--- src/rtl/pong_pkg.sv ---
// Shared Pong types and constants: AI FSM encoding, move-request encoding,
// canvas limits, and the dead-zone hysteresis step used by the AI opponent.
package pong_pkg;

    typedef enum logic [1:0] {
        AI_IDLE  = 2'd0,
        AI_REACT = 2'd1,
        AI_TRACK = 2'd2,
        AI_MISS  = 2'd3
    } ai_state_t;

    localparam logic [1:0] MOVE_NONE = 2'b00;
    localparam logic [1:0] MOVE_DOWN = 2'b01;
    localparam logic [1:0] MOVE_UP   = 2'b10;

    localparam logic [9:0] CANVAS_TOP    = 10'd50;
    localparam logic [9:0] CANVAS_BOTTOM = 10'd450;

    typedef struct packed {
        logic       moving;
        logic [1:0] move;
    } hyst_t;

    // Start moving beyond the dead zone, stop only once inside the tighter stop band.
    function automatic hyst_t hyst_step(input logic              moving,
                                        input logic signed [10:0] err,
                                        input logic [10:0]        deadzone,
                                        input logic [10:0]        stop_band);
        hyst_t      r_res;
        logic [10:0] w_mag;
        w_mag      = err[10] ? 11'(-err) : err;
        r_res.moving = moving;
        if (!moving && (w_mag > deadzone))
            r_res.moving = 1'b1;
        else if (moving && (w_mag <= stop_band))
            r_res.moving = 1'b0;
        if (!r_res.moving)
            r_res.move = MOVE_NONE;
        else if (err > 11'sd0)
            r_res.move = MOVE_DOWN;
        else
            r_res.move = MOVE_UP;
        return r_res;
    endfunction

endpackage

--- src/rtl/lfsr8.sv ---
// 8-bit Fibonacci LFSR (taps 8,6,5,4) that steps only when advance is high.
// Loads seed on reset; a nonzero seed keeps it out of the all-zero lock-up state.
module lfsr8 (
    input  logic       clk,
    input  logic       reset,
    input  logic       advance,
    input  logic [7:0] seed,
    output logic [7:0] q
);

    logic [7:0] r_q;
    logic       w_fb;

    assign w_fb = r_q[7] ^ r_q[5] ^ r_q[4] ^ r_q[3];

    // NOTE: non-blocking assignment, so the shift and feedback both use pre-edge bits.
    always_ff @(posedge clk or negedge reset) begin
        if (!reset)
            r_q <= seed;
        else if (advance)
            r_q <= {r_q[6:0], w_fb};
    end

    assign q = r_q;

endmodule

--- src/rtl/ai_paddle_controller.sv ---
// Computer opponent for the right paddle: reaction delay, dead-zone hysteresis,
// return-to-centre while the ball recedes, and LFSR-driven deliberate misses.
module ai_paddle_controller
    import pong_pkg::*;
#(
    parameter int         REACT_FRAMES = 4,
    parameter int         DEADZONE     = 6,
    parameter int         STOP_BAND    = 2,
    parameter int         CENTER_Y     = 250,
    parameter int         BALL_SIZE    = 10,
    parameter int         MISS_LOG2    = 3,
    parameter logic [7:0] SEED         = 8'hA5
) (
    input  logic       clk,
    input  logic       reset,
    input  logic       frame_tick,
    input  logic       enable,
    input  logic [9:0] ball_y,
    input  logic [9:0] ball_dx,
    input  logic [9:0] paddle_y,
    input  logic [9:0] paddle_height,
    output logic [1:0] move,
    output logic [1:0] ai_state
);

    localparam int          CNT_W     = (REACT_FRAMES > 1) ? $clog2(REACT_FRAMES) : 1;
    localparam logic [CNT_W-1:0] CNT_INIT = CNT_W'((REACT_FRAMES > 0) ? REACT_FRAMES - 1 : 0);
    localparam logic [10:0] DZ        = 11'(DEADZONE);
    localparam logic [10:0] SB        = 11'(STOP_BAND);
    localparam logic [10:0] CENTRE    = 11'(CENTER_Y);
    localparam logic [10:0] HALF_BALL = 11'(BALL_SIZE / 2);
    localparam logic [7:0]  MISS_MASK = 8'((1 << MISS_LOG2) - 1);

    ai_state_t          r_state;
    logic [CNT_W-1:0]   r_cnt;
    logic               r_moving;
    logic [1:0]         r_move;

    logic [7:0]         w_lfsr;
    logic               w_approach;
    logic               w_miss;
    logic [10:0]        w_paddle_c;
    logic [10:0]        w_target_trk;
    logic signed [10:0] w_err_idle;
    logic signed [10:0] w_err_trk;
    hyst_t              w_idl;
    hyst_t              w_trk;

    lfsr8 u_lfsr (
        .clk     (clk),
        .reset   (reset),
        .advance (frame_tick),
        .seed    (SEED),
        .q       (w_lfsr)
    );

    // A stationary ball (dx == 0) counts as receding.
    assign w_approach   = !ball_dx[9] && (ball_dx != 10'd0);
    assign w_miss       = (MISS_LOG2 > 0) && ((w_lfsr & MISS_MASK) == 8'd0);

    assign w_paddle_c   = {1'b0, paddle_y} + {1'b0, (paddle_height >> 1)};
    assign w_target_trk = {1'b0, ball_y} + HALF_BALL;
    assign w_err_idle   = CENTRE - w_paddle_c;
    assign w_err_trk    = w_target_trk - w_paddle_c;

    // Hysteresis results for both targets; the FSM picks by the state it moves into.
    assign w_idl = hyst_step(r_moving, w_err_idle, DZ, SB);
    assign w_trk = hyst_step(r_moving, w_err_trk, DZ, SB);

    always_ff @(posedge clk or negedge reset) begin
        if (!reset) begin
            r_state  <= AI_IDLE;
            r_cnt    <= '0;
            r_moving <= 1'b0;
            r_move   <= MOVE_NONE;
        end else if (frame_tick) begin
            if (!enable) begin
                r_state  <= AI_IDLE;
                r_moving <= 1'b0;
                r_move   <= MOVE_NONE;
            end else begin
                unique case (r_state)
                    AI_IDLE: begin
                        if (!w_approach) begin
                            r_moving <= w_idl.moving;
                            r_move   <= w_idl.move;
                        end else if (REACT_FRAMES == 0 && !w_miss) begin
                            r_state  <= AI_TRACK;
                            r_moving <= w_trk.moving;
                            r_move   <= w_trk.move;
                        end else begin
                            r_state  <= (REACT_FRAMES == 0) ? AI_MISS : AI_REACT;
                            r_cnt    <= CNT_INIT;
                            r_moving <= 1'b0;
                            r_move   <= MOVE_NONE;
                        end
                    end
                    AI_REACT: begin
                        if (!w_approach) begin
                            r_state  <= AI_IDLE;
                            r_moving <= w_idl.moving;
                            r_move   <= w_idl.move;
                        end else if (r_cnt != '0) begin
                            r_cnt    <= r_cnt - CNT_W'(1);
                            r_move   <= MOVE_NONE;
                        end else if (w_miss) begin
                            r_state  <= AI_MISS;
                            r_moving <= 1'b0;
                            r_move   <= MOVE_NONE;
                        end else begin
                            r_state  <= AI_TRACK;
                            r_moving <= w_trk.moving;
                            r_move   <= w_trk.move;
                        end
                    end
                    AI_TRACK: begin
                        if (!w_approach) begin
                            r_state  <= AI_IDLE;
                            r_moving <= w_idl.moving;
                            r_move   <= w_idl.move;
                        end else begin
                            r_moving <= w_trk.moving;
                            r_move   <= w_trk.move;
                        end
                    end
                    AI_MISS: begin
                        if (!w_approach) begin
                            r_state  <= AI_IDLE;
                            r_moving <= w_idl.moving;
                            r_move   <= w_idl.move;
                        end else begin
                            r_moving <= 1'b0;
                            r_move   <= MOVE_NONE;
                        end
                    end
                    default: begin
                        r_state  <= AI_IDLE;
                        r_moving <= 1'b0;
                        r_move   <= MOVE_NONE;
                    end
                endcase
            end
        end
    end

    assign move     = r_move;
    assign ai_state = r_state;

endmodule

--- config.mk ---
export PLATFORM = sky130hd
export DESIGN_NAME = ai_paddle_controller
export DESIGN_NICKNAME = d
export VERILOG_FILES = /design/src/rtl/pong_pkg.sv /design/src/rtl/lfsr8.sv /design/src/rtl/ai_paddle_controller.sv
export SDC_FILE = /design/constraint.sdc
export NUM_CORES = 1
export LEC_CHECK = 0
export BUFFER_PORTS_ARGS = -buffer_cell sky130_fd_sc_hd__buf_2
export CAP_MARGIN = 20
export CORE_AREA = 2 2 90 92
export DETAILED_ROUTE_END_ITERATION = 7
export DIE_AREA = 0 0 92 94
export GPL_TIMING_DRIVEN = 0
export PLACE_DENSITY = 0.67
export SYNTH_ARGS = -nofsm -noshare
export SYNTH_HDL_FRONTEND = slang
export SYNTH_SLANG_ARGS = --single-unit
--- constraint.sdc ---
create_clock -name clk -period 2.35 [get_ports clk]
set_input_delay 0.3525 -clock clk [delete_from_list [all_inputs] [get_ports clk]]
set_output_delay 0.3525 -clock clk [all_outputs]
set_load 0.05 [all_outputs]
## Yosys cells after proc, flatten, opt, wreduce, memory -nomap -nowiden

Cells that the tools add are included.

- Register bits: 15
- Input port bits: 44
- Logic and storage cells: 82

- Add/sub/neg operators: 7
- $lt $le $gt $ge: 6
- Equal/unequal tests: 9
- Muxes and demuxes: 35
- Bitwise logic cells: 3
- Reduce and logical (&&, ||, !) cells: 17

Operators by type and width:

| operator | count |
|---|---|
| $mux 2 | 18 |
| $gt 11x1->1 const B | 2 |
| $gt 11x3->1 const B | 2 |
| $le 11x2->1 const B | 2 |
| $mux 11 | 2 |
| $neg 11->11 | 2 |
| $pmux 2 s3 | 2 |
| $add 10x3->11 const B | 1 |
| $add 10x9->11 | 1 |
| $mux 1 | 11 |
| $sub 11x11->11 | 1 |
| $sub 8x11->11 const A | 1 |
| $reduce_bool 10->1 | 1 |
| $logic_not 8->1 | 1 |
| $ne 2x2->1 const B | 3 |
| $ne 3x3->1 const B | 2 |
| $reduce_and 6->1 | 1 |
| $logic_and 1x1->1 | 5 |
| $eq 2x2->1 const B | 2 |
| $ne 4x4->1 const B | 1 |
| $pmux 2 s2 | 1 |
| $reduce_and 4->1 | 1 |
| $reduce_bool 2->1 | 2 |
| $reduce_or 2->1 | 2 |
| other kinds (7) | 10 |

## Logic depth before layout (Yosys ltp)

Gate-level depths: netlist of the first run.

- Depth after elaboration: 14
- Mapped depth: 21
- Depth with buffers taken out: 19

## Worst setup path before layout of the first run

No wires, ideal clock.

- Kind: input -> register
- Start: input paddle_y[0]
- End: register r_move[0] (netlist: move[0])
- Setup time: 0.128 ns
- Arrival time: 4.409 ns
- Data required time: 2.222 ns
- Slack: -2.187 ns
- Cell stages on the path: 20
- Path through: ha_1 inv_1 fa_1 nand2b_1 a21oi_2 xnor2_1 clkbuf_1 and2_1 nor2_1 ha_1 o21ai_0 o21a_1 o311ai_0 or3_1 and2_1 o2111ai_1 a221oi_1 a41oi_1 a21oi_1 o31ai_1

- Word-level cells in the longest chain between the ends: 14
- Elaborated cells on any way between the ends: 32
- Those cells by class: add/sub (5); order compare (6); mux (17); reduce/logical (4)

Ends and longest elaborated chain:

| item | line | RTL |
|---|---|---|
| from (decl) | ai_paddle_controller.sv:20 | `input logic [9:0] paddle_y,` |
| $add 10x9->11 (*) | ai_paddle_controller.sv:61 | `assign w_paddle_c = {1'b0, paddle_y} + {1'b0, (paddle_height >> 1)};` |
| $sub 11x11->11 | ai_paddle_controller.sv:64 | `assign w_err_trk = w_target_trk - w_paddle_c;` |
| $neg 11->11 | pong_pkg.sv:31 | `w_mag = err[10] ? 11'(-err) : err;` |
| $mux 11 | pong_pkg.sv:31 |  |
| $le 11x2->1 | pong_pkg.sv:35 | `else if (moving && (w_mag <= stop_band))` |
| $logic_and 1x1->1 | pong_pkg.sv:35 |  |
| $mux 1 | pong_pkg.sv:35 |  |
| $mux 1 | pong_pkg.sv:33 | `if (!moving && (w_mag > deadzone))` |
| $mux 2 | pong_pkg.sv:37 | `if (!r_res.moving)` |
| $mux 2 | ai_paddle_controller.sv:106 | `end else if (w_miss) begin` |
| $mux 2 | ai_paddle_controller.sv:103 | `end else if (r_cnt != '0) begin` |
| $mux 2 | ai_paddle_controller.sv:99 | `if (!w_approach) begin` |
| $pmux 2 s3 (*) | ai_paddle_controller.sv:82 | `unique case (r_state)` |
| $mux 2 (*) | ai_paddle_controller.sv:77 | `if (!enable) begin` |
| to (signal assigned) | ai_paddle_controller.sv:86 | `r_move <= w_idl.move;` |
| to (signal assigned) | ai_paddle_controller.sv:90 | `r_move <= w_trk.move;` |
| to (signal assigned) | ai_paddle_controller.sv:102 | `r_move <= w_idl.move;` |
| to (decl) | ai_paddle_controller.sv:37 | `logic [1:0] r_move;` |

Mark *: on every way between the ends. The rest lies on a longest branch, timed or not.
A chain may end at the register's enable or synchronous reset.

## Final worst setup path of the first run

- Start: input paddle_y[0]
- End: register r_move[1] (netlist: move[1])

The elaborated chain is that of the path after synthesis.

==> results of run 1 <==
[cell type report]
type | instances | area [um^2] | share of cell area
Multi-Input combinational cell | 330 | 2920 | 0.7105
Timing Repair Buffer | 75 | 460.4 | 0.1120
Tap cell | 102 | 127.6 | 0.03105
Sequential cell | 15 | 380.4 | 0.09254
Inverter | 31 | 120.1 | 0.02922
Buffer | 7 | 56.30 | 0.01370
Clock buffer | 4 | 45.04 | 0.01096
[power groups by stage]
stage | sequential (W) | clock (W) | combinational (W)
global placement | 0.000472 | 0 | 0.00186
floorplan | 0.000501 | 0 | 0.00149
finish | 0.000484 | 0.000205 | 0.00247
detailed placement | 0.000476 | 0 | 0.00189
CTS | 0.000479 | 0.000209 | 0.00219
global route | 0.000496 | 0.000216 | 0.00270
[metrics by stage]
step           instances  hold slack, ns  total power [W]
6_report             564       -0.007449         0.003161
5_1_grt              564         0.01631         0.003409
4_1_cts              553        0.006594         0.002876
3_5_place_dp         533          0.2683         0.002371
3_3_place_gp         533          0.2615         0.002331
2_1_floorplan        385         0.05691         0.001995
[cells by family after synthesis]
family / Yosys count
XOR/XNOR: 26
buffers and inverters: 40
multiplexers: 10
AO/OA/AOI/OAI: 128
adder cells (fa/ha/maj): 38
AND/OR/NAND/NOR: 128
flip-flops: 15
[cells in the mapped netlist (all sizes together) (6+ instances only)]
library cell | number | area share
nor2b | 6 | 0.013
nand2 | 21 | 0.027
dfrtp | 11 | 0.092
a21o | 7 | 0.018
xnor2 | 21 | 0.069
a31oi | 7 | 0.015
mux2 | 7 | 0.026
o2111ai | 6 | 0.018
nand3 | 10 | 0.017
o21ai | 27 | 0.046
and2 | 7 | 0.015
o21a | 8 | 0.020
a211oi | 11 | 0.035
nor2 | 39 | 0.049
nor3 | 14 | 0.023
a21oi | 16 | 0.029
ha | 36 | 0.15
inv | 29 | 0.036
o211ai | 6 | 0.017
[state kept, by name, summed over array words and instances, names as in the netlist]
name and count:
r_moving 1, u_lfsr.q 8, ai_state 2, r_cnt 2
move 2
[metal layers]
layer,vias up,track usage
met4,0,0.04975
met5,-,0
met1,1516,0.2338
met3,19,0.005618
li1,1600,-
met2,87,0.3425
[worst paths after layout]
path                                     to  slack (ns)  cells after the start
worst max-delay path                move[1]       -1.56                     19
worst min-delay path               r_cnt[1]      -0.007                      1
worst max register to register      move[1]        0.26                      9
worst min register to register  u_lfsr.q[7]        0.50                      1
max in group asynchronous       u_lfsr.q[2]        2.07                      1
min in group clk                ai_state[0]        0.45                      3
[timing repair]
action / 4_1_cts / 5_1_grt
pin swaps: 27 / 21
setup endpoints to repair: 3 / 3
resized for setup: 43 / 28
buffers inserted: 17 / 12
hold endpoints to repair: 0 / 0
==> impl_metrics.ini, run 1 <==
[timing]
rsz0062_at_grt = yes
holdWs_ns = -0.007449
finalSetupViolCount = 3
finalWorstSetupSlack_ns = -1.559
slew_viol_final = 0
min_period_ns = 3.909
slew_headroom = 0.5685
fmax_mhz = 255.8
worstMarginPinSlew_ns = 0.6448
hold_violations = 11
setup-tns-final_ns = -4.649
fin_crit_sh = 1.663
finClkSkew_ns = 0.002198

[placement]
portBuffers = 46
finalWeightedCongestion = 0.8774
dp_hpwl_um = 6018
dp_slack_ns = -2.331
dpl_cell_area_mm2 = 0.003478

[finish]
diodes = 0
n_fill_cell = 715
area_delta_synth_final_pct = 37.16
post-route-util = 0.5403
layout_commonest_cell = buf_2
drive_gt1_frac = 0.3874
final_net_count = 545
final_cell_mix = buf_2, nor2_1, buf_4
final_area_mm2 = 0.004110

[route]
m1WireLength_um = 3575
ant_nets = 0
first_pass_iters = 4
post_drt_wl_per_cell_um = 14.54
drt_iter0_drc = 107
wirelength_um = 8203
met3WireLength_um = 312
met2RoutedLength_um = 4144
vias = 3222
dr.max_layer_used = met4
drc = 0
via_per_inst = 5.713

[floorplan]
core-area_mm2 = 0.007607
start_util = 0.3939
rows = 32
ios = 48
die_y_um = 94
dieArea_mm2 = 0.008648
die_x_um = 92

[global_route]
grt_pass1_vias = 3020
gr-total-overflow = 0
grtUsageTotal = 0.1841
grt_pass1_wl_um = 13460
grt_max_degree = 16
antenna_found_initial = 0

[clock_tree]
tritoncts = built
htree_levels = 1
postCtsHoldBufs = 0
cts_buffer_depth = 2
cts_buffers = 3
root_buffer = clkbuf_8
numClockSinks = 15
clk_pin_slew_worst_paths_ns = 0.06
clk_latency_ns = 0.25

[pwr]
seq_power_share = 0.153
powerDensity_mw_per_mm2 = 769.0
p_leak_nw = 1.724
combPwrFrac = 0.782
ir_worst_vdd_v = 0.0002054
p_clk_frac = 0.065
swShare = 0.4718
internal_power_w = 0.001669
switchingPower_w = 0.001491

[worst_setup_path]
cp_num_buf_inv = 4
crit_family = adder cells
startpoint_type = primary input
cpMaxStageDelayCell = fa_2
cp.arrival_ns = 4.02
path_common_cell = ha_4
r2r_start = ai_state[1]
critPathLaunch = paddle_y[0]
required_ns = 2.46
cp-end-kind = flip-flop
critPathKind = in2reg
cp_max_fo = 3
worstPathCellList = buf_6 > ha_4 > inv_2 > fa_2 > inv_4 > ha_4 > inv_2 > ha_4 > fa_2 > a21o_1 > a211oi_2 > o221ai_2 > or3_4 > nor3_2 > o2111ai_2 > a221oi_2 > a41oi_2 > nand2b_1 > o221ai_2
max_stage_delay_ns = 0.60

[yosys]
yosys.area_share.adder = 0.1637
yosysWarnings = 0
synth_cells = 385
synthMuxAreaShare = 0.03633
synth_simple_gate_area_frac = 0.2154
synth_seq_cells = 15
synth_compound_area_frac = 0.3169
synth-edff-count = 0
ys_types = 72
synth_xor_area_frac = 0.08601
avgSynthCellArea_um2 = 7.783
synthFlopType = dfrtp_1
yosysSeqAreaShare = 0.1269
synth_area_mm2 = 0.002997
synth_top_family_by_area = compound AO/OA/AOI/OAI gates
syn_nets = 467
async_flop_share = 1.000

[run_status]
violations = negative hold slack, negative setup slack
status = finished with violations

[job]
drv_cap = 0

[worst_hold_path]
hold_class = in2async
No activity file was read; power rests on OpenSTA's default activity.
==> run 2: changes to the inputs <==
Settings changed: CORE_AREA 2 2 90 92 to 2 2 77 79, DIE_AREA 0 0 92 94 to 0 0 79 81, PLACE_DENSITY 0.67 to 0.85.
==> run 2 against run 1 <==
The flow finishes with violations (negative setup slack). Die area decreased by 26%. Final cell count fell by 5.7%. Highest routed layer unchanged. Non-clock buffer count is 5 lower. Critical path type unchanged. Register-to-register slack better by 0.03 ns. Flip-flop and latch count unchanged. Worst setup slack got worse by 0.12 ns. Clock power hardly changed.
==> impl_metrics.ini, run 2 (synthesized netlist as in run 1, its figures left out) <==
[finish]
final_cell_mix = buf_2, nor2_1, inv_1
area_delta_synth_final_pct = 35.03
diodes = 0
final_area_mm2 = 0.004046
final_net_count = 540
instances_no_fill = 532
largest_reg_flops = 8
layout_commonest_cell = buf_2
drive_gt1_frac = 0.3698

[route]
drt_iter0_drc = 179
ant_nets = 0
post_drt_wl_per_cell_um = 15.92
first_pass_iters = 6
via_per_inst = 6.160
drc = 0
wirelength_um = 8469
vias = 3277

[timing]
slew_viol_final = 0
min_period_ns = 4.033
fmax_mhz = 247.9
fin_crit_sh = 1.716
setup-tns-final_ns = -4.990
worstMarginPinSlew_ns = 0.6378
hold_violations = 0
rsz0062_at_grt = yes
finalWorstSetupSlack_ns = -1.683
finClkSkew_ns = 0.0006319
slew_headroom = 0.5712
finalSetupViolCount = 3

[worst_setup_path]
r2r_start = ai_state[1]
critPathKind = in2reg
critPathLaunch = paddle_y[0]
cp_max_fo = 5
critPathCapture = r_moving
required_ns = 2.47
worstPathCellList = buf_6 > ha_4 > inv_2 > fa_2 > nand2b_4 > a21oi_4 > xnor2_2 > clkbuf_8 > and2_4 > nor2_2 > ha_4 > a211oi_2 > o21ai_0 > a21oi_1 > xnor2_2 > and2_1 > o2111ai_2 > a221oi_2 > a41oi_2 > a21oi_1 > o21ai_1
rr_endpoint = move[1]
cp_num_cells = 21
startpoint_type = primary input
cpMaxStageDelayCell = fa_2
cp-end-kind = flip-flop
r2r_slack_ns = 0.29
crit_family = compound AO/OA/AOI/OAI gates
cp.arrival_ns = 4.15
max_stage_delay_ns = 0.44
cp_num_buf_inv = 3
reg2regPathDepth = 9

[pwr]
powerDensity_mw_per_mm2 = 785.5
combPwrFrac = 0.785
seq_power_share = 0.150
p_total_w = 0.003179
p_leak_nw = 1.699
p_clk_frac = 0.064
switchingPower_w = 0.001532
ir_worst_vdd_v = 0.0004352
internal_power_w = 0.001647
swShare = 0.4818

[clock_tree]
root_buffer = clkbuf_8
clk_latency_ns = 0.24
cts_buffers = 3
numClockSinks = 15
postCtsHoldBufs = 0
htree_levels = 1
clk_pin_slew_worst_paths_ns = 0.06
cts_buffer_depth = 2
tritoncts = built

[placement]
dpl_cell_area_mm2 = 0.003445
dp_hpwl_um = 5727
dp.cells = 506
portBuffers = 46
finalWeightedCongestion = 0.9024

[floorplan]
ios = 48
dieArea_mm2 = 0.006399
die_y_um = 81
start_util = 0.5280
die_x_um = 79
core-area_mm2 = 0.005675
rows = 28

[global_route]
grt_pass1_wl_um = 12800
use_met1 = 0.2878
grt_max_degree = 16
antenna_found_initial = 0
gr-total-overflow = 0
met2_usage = 0.4729
met3_usage = 0.02111
grt_pass1_vias = 3017
grtUsageTotal = 0.2402
busiest_layer = met2

[run_status]
status = finished with violations
violations = negative setup slack

[job]
drv_cap = 0

[worst_hold_path]
hold_class = in2async
-- run 2: worst min path at each step --
stage,startpoint,end,slack [ns],cells past startpoint
final,reset,r_cnt[0],0.002,1
after global routing,reset,u_lfsr.q[6],0.02,1
after CTS,reset,ai_state[0],0.005,1
after detailed placement,reset,ai_state[0],0.27,1
after global placement,reset,ai_state[1],0.26,1
after floorplan,reset,ai_state[0],0.06,0
-- run 2: per-stage QoR --
step / utilization / setup slack (ns) / hold slack, ns
detailed placement: 0.6069 / -2.235 / 0.2659
floorplan: - / -1.683 / 0.05691
CTS: 0.6711 / -1.580 / 0.004869
global route: 0.7130 / -1.867 / 0.01679
global placement: 0.6069 / -2.162 / 0.2591
finish: 0.7130 / -1.683 / 0.001664
-- run 2: repair_timing --
action                     4_1_cts  5_1_grt
setup buffers                   17        6
setup endpoints to repair        3        3
cloned                           0        0
resized for setup               38       32
pin swaps                       24       16
-- run 2: final cells by class --
cell class	count	area, um^2
buffer	8	56.30
timing repair buffer	69	415.4
inverter	31	120.1
sequential	15	380.4
tap	75	93.84
multi-input combinational	330	2935
fill	432	1629
clock buffer	4	45.04
-- run 2: power by group through the flow --
stage	Combinational [W]	Clock, W	Sequential (W)
final	0.00250	0.000204	0.000478
after global routing	0.00270	0.000220	0.000490
after CTS	0.00214	0.000210	0.000475
after detailed placement	0.00188	0	0.000480
after global placement	0.00182	0	0.000471
after floorplan	0.00149	0	0.000501
-- run 2: per-layer routing --
metal	up-vias	routed length [um]
li1	1575	-
met1	1553	3464
met2	130	4433
met3	19	427
met4	0	144
met5	-	0
==> run 3: changes to the inputs <==
Settings changed: REMOVE_ABC_BUFFERS set to 1.
==> run 3 against run 2 <==
Die area did not move. Hold slack gained 0.41 ns. Register-to-register slack improved by 0.03 ns. Clock skew increased by 0.0010 ns. The run still ends with negative setup slack left. Critical endpoint is now move[0]. Non-clock buffer count did not move. Via count up 3.7%. Critical path type unchanged.
==> impl_metrics.ini, run 3 (synthesized netlist as in run 1, its figures left out) <==
[worst_hold_path]
hold_class = in2reg

[placement]
dp_slack_ns = -2.811
dp.cells = 497
portBuffers = 46
dp_hpwl_um = 5603
dpl_cell_area_mm2 = 0.003274
finalWeightedCongestion = 0.9129

[timing]
holdWs_ns = 0.4067
finalWorstSetupSlack_ns = -1.778
worstMarginPinSlew_ns = 0.9159
slew_headroom = 0.3842
finalSetupViolCount = 3
min_period_ns = 4.128
fmax_mhz = 242.3
slew_viol_final = 0
hold_violations = 0
fin_crit_sh = 1.757
rsz0062_at_grt = yes
finClkSkew_ns = 0.001665

[worst_setup_path]
cpMaxStageDelayCell = o31a_4
worstPathCellList = buf_2 > ha_2 > nand2_2 > o31a_4 > o21ai_2 > xnor2_4 > ha_1 > ha_1 > nor3_4 > o21ai_0 > a31oi_2 > xnor2_2 > nor3b_1 > o211ai_1 > a21boi_1 > a41oi_2 > a21oi_2 > o31ai_2
cp_num_cells = 18
r2r_start = ai_state[1]
critPathCapture = move[0]
startpoint_type = primary input
cp_num_buf_inv = 1
critPathKind = in2reg
crit_family = compound AO/OA/AOI/OAI gates
max_stage_delay_ns = 0.41
cp_max_fo = 7
rr_endpoint = move[1]
reg2regPathDepth = 8
required_ns = 2.48
path_common_cell = ha_1
cp.arrival_ns = 4.26
cp-end-kind = flip-flop
critPathLaunch = paddle_height[4]
r2r_slack_ns = 0.32

[clock_tree]
clk_pin_slew_worst_paths_ns = 0.06
htree_levels = 1
numClockSinks = 15
cts_buffer_depth = 2
clk_latency_ns = 0.26
tritoncts = built
cts_buffers = 3
root_buffer = clkbuf_8

[route]
via_per_inst = 6.389
vias = 3399
first_pass_iters = 7
post_drt_wl_per_cell_um = 17.83
wirelength_um = 9485
drc = 0
ant_nets = 0
drt_iter0_drc = 272

[floorplan]
ios = 48
core-area_mm2 = 0.005675
dieArea_mm2 = 0.006399
rows = 28
start_util = 0.5280
die_y_um = 81
die_x_um = 79

[finish]
n_fill_cell = 416
drive_gt1_frac = 0.3807
diodes = 0
final_net_count = 540
instances_no_fill = 532
final_cell_mix = buf_2, nor2_1, buf_4
regArea_um2 = 380.4
multiInputGateArea_mm2 = 0.002987
largest_reg_flops = 8
final_area_mm2 = 0.004106
layout_commonest_cell = buf_2
area_delta_synth_final_pct = 37.04

[global_route]
grt_pass1_vias = 3113
gr-total-overflow = 0
grt_pass1_wl_um = 13430
grtUsageTotal = 0.2538
antenna_found_initial = 0
grt_max_degree = 16

[pwr]
swShare = 0.4895
p_clk_frac = 0.066
switchingPower_w = 0.001625
internal_power_w = 0.001695
p_leak_nw = 1.711
ir_worst_vdd_v = 0.0005884
combPwrFrac = 0.790
p_total_w = 0.003321
seq_power_share = 0.145
powerDensity_mw_per_mm2 = 808.7

[run_status]
status = finished with violations
violations = negative setup slack

[job]
drv_cap = 0
[run 3: how the worst min path moves through the flow]
stage          startpoint  cells past startpoint  slack, ns           to
2_1_floorplan       reset                      0       0.06  ai_state[0]
3_3_place_gp        reset                      1       0.27  ai_state[0]
3_5_place_dp        reset                      1       0.27     r_moving
4_1_cts            enable                      3       0.40  ai_state[0]
5_1_grt            enable                      3       0.42  ai_state[0]
6_report           enable                      3       0.41  ai_state[0]
[run 3: worst min-delay path, stage by stage]
cell	delay [ns]
buf_2	0.12
o21ai_0	0.07
o21ai_0	0.08
[run 3: routing by layer]
metal | global-route usage | routed length (um)
met1 | 0.2826 | 3645
met3 | 0.02667 | 517
met5 | 0 | 0
met4 | 0.08103 | 446
met2 | 0.5017 | 4876
[run 3: cell type report]
class	count	area share
Timing Repair Buffer	77	0.1170
Sequential cell	15	0.09263
Tap cell	75	0.02285
Multi-Input combinational cell	330	0.7273
Clock buffer	4	0.01097
Inverter	31	0.02925
[run 3: repair_timing]
item	4_1_cts	5_1_grt
setup buffers	18	12
endpoints found under the hold margin	11	0
resized for setup	56	47
setup endpoints to repair	3	3
gates cloned	0	0
pin swaps	24	22
hold buffers	1	0
[run 3: power groups by stage]
stage	logic [W]	registers (W)	clock network [W]
after floorplan	0.00138	0.000501	0
after CTS	0.00214	0.000478	0.000217
after detailed placement	0.00176	0.000479	0
after global routing	0.00280	0.000493	0.000229
final	0.00262	0.000480	0.000218
after global placement	0.00170	0.000473	0
[run 3: per-stage QoR]
| stage | setup TNS, ns | util |
|---|---|---|
| final | -5.305 | 0.7235 |
| after detailed placement | -8.409 | 0.5769 |
| after global routing | -5.777 | 0.7235 |
| after CTS | -4.932 | 0.6636 |
| after floorplan | -6.307 | - |
| after global placement | -8.322 | 0.5769 |
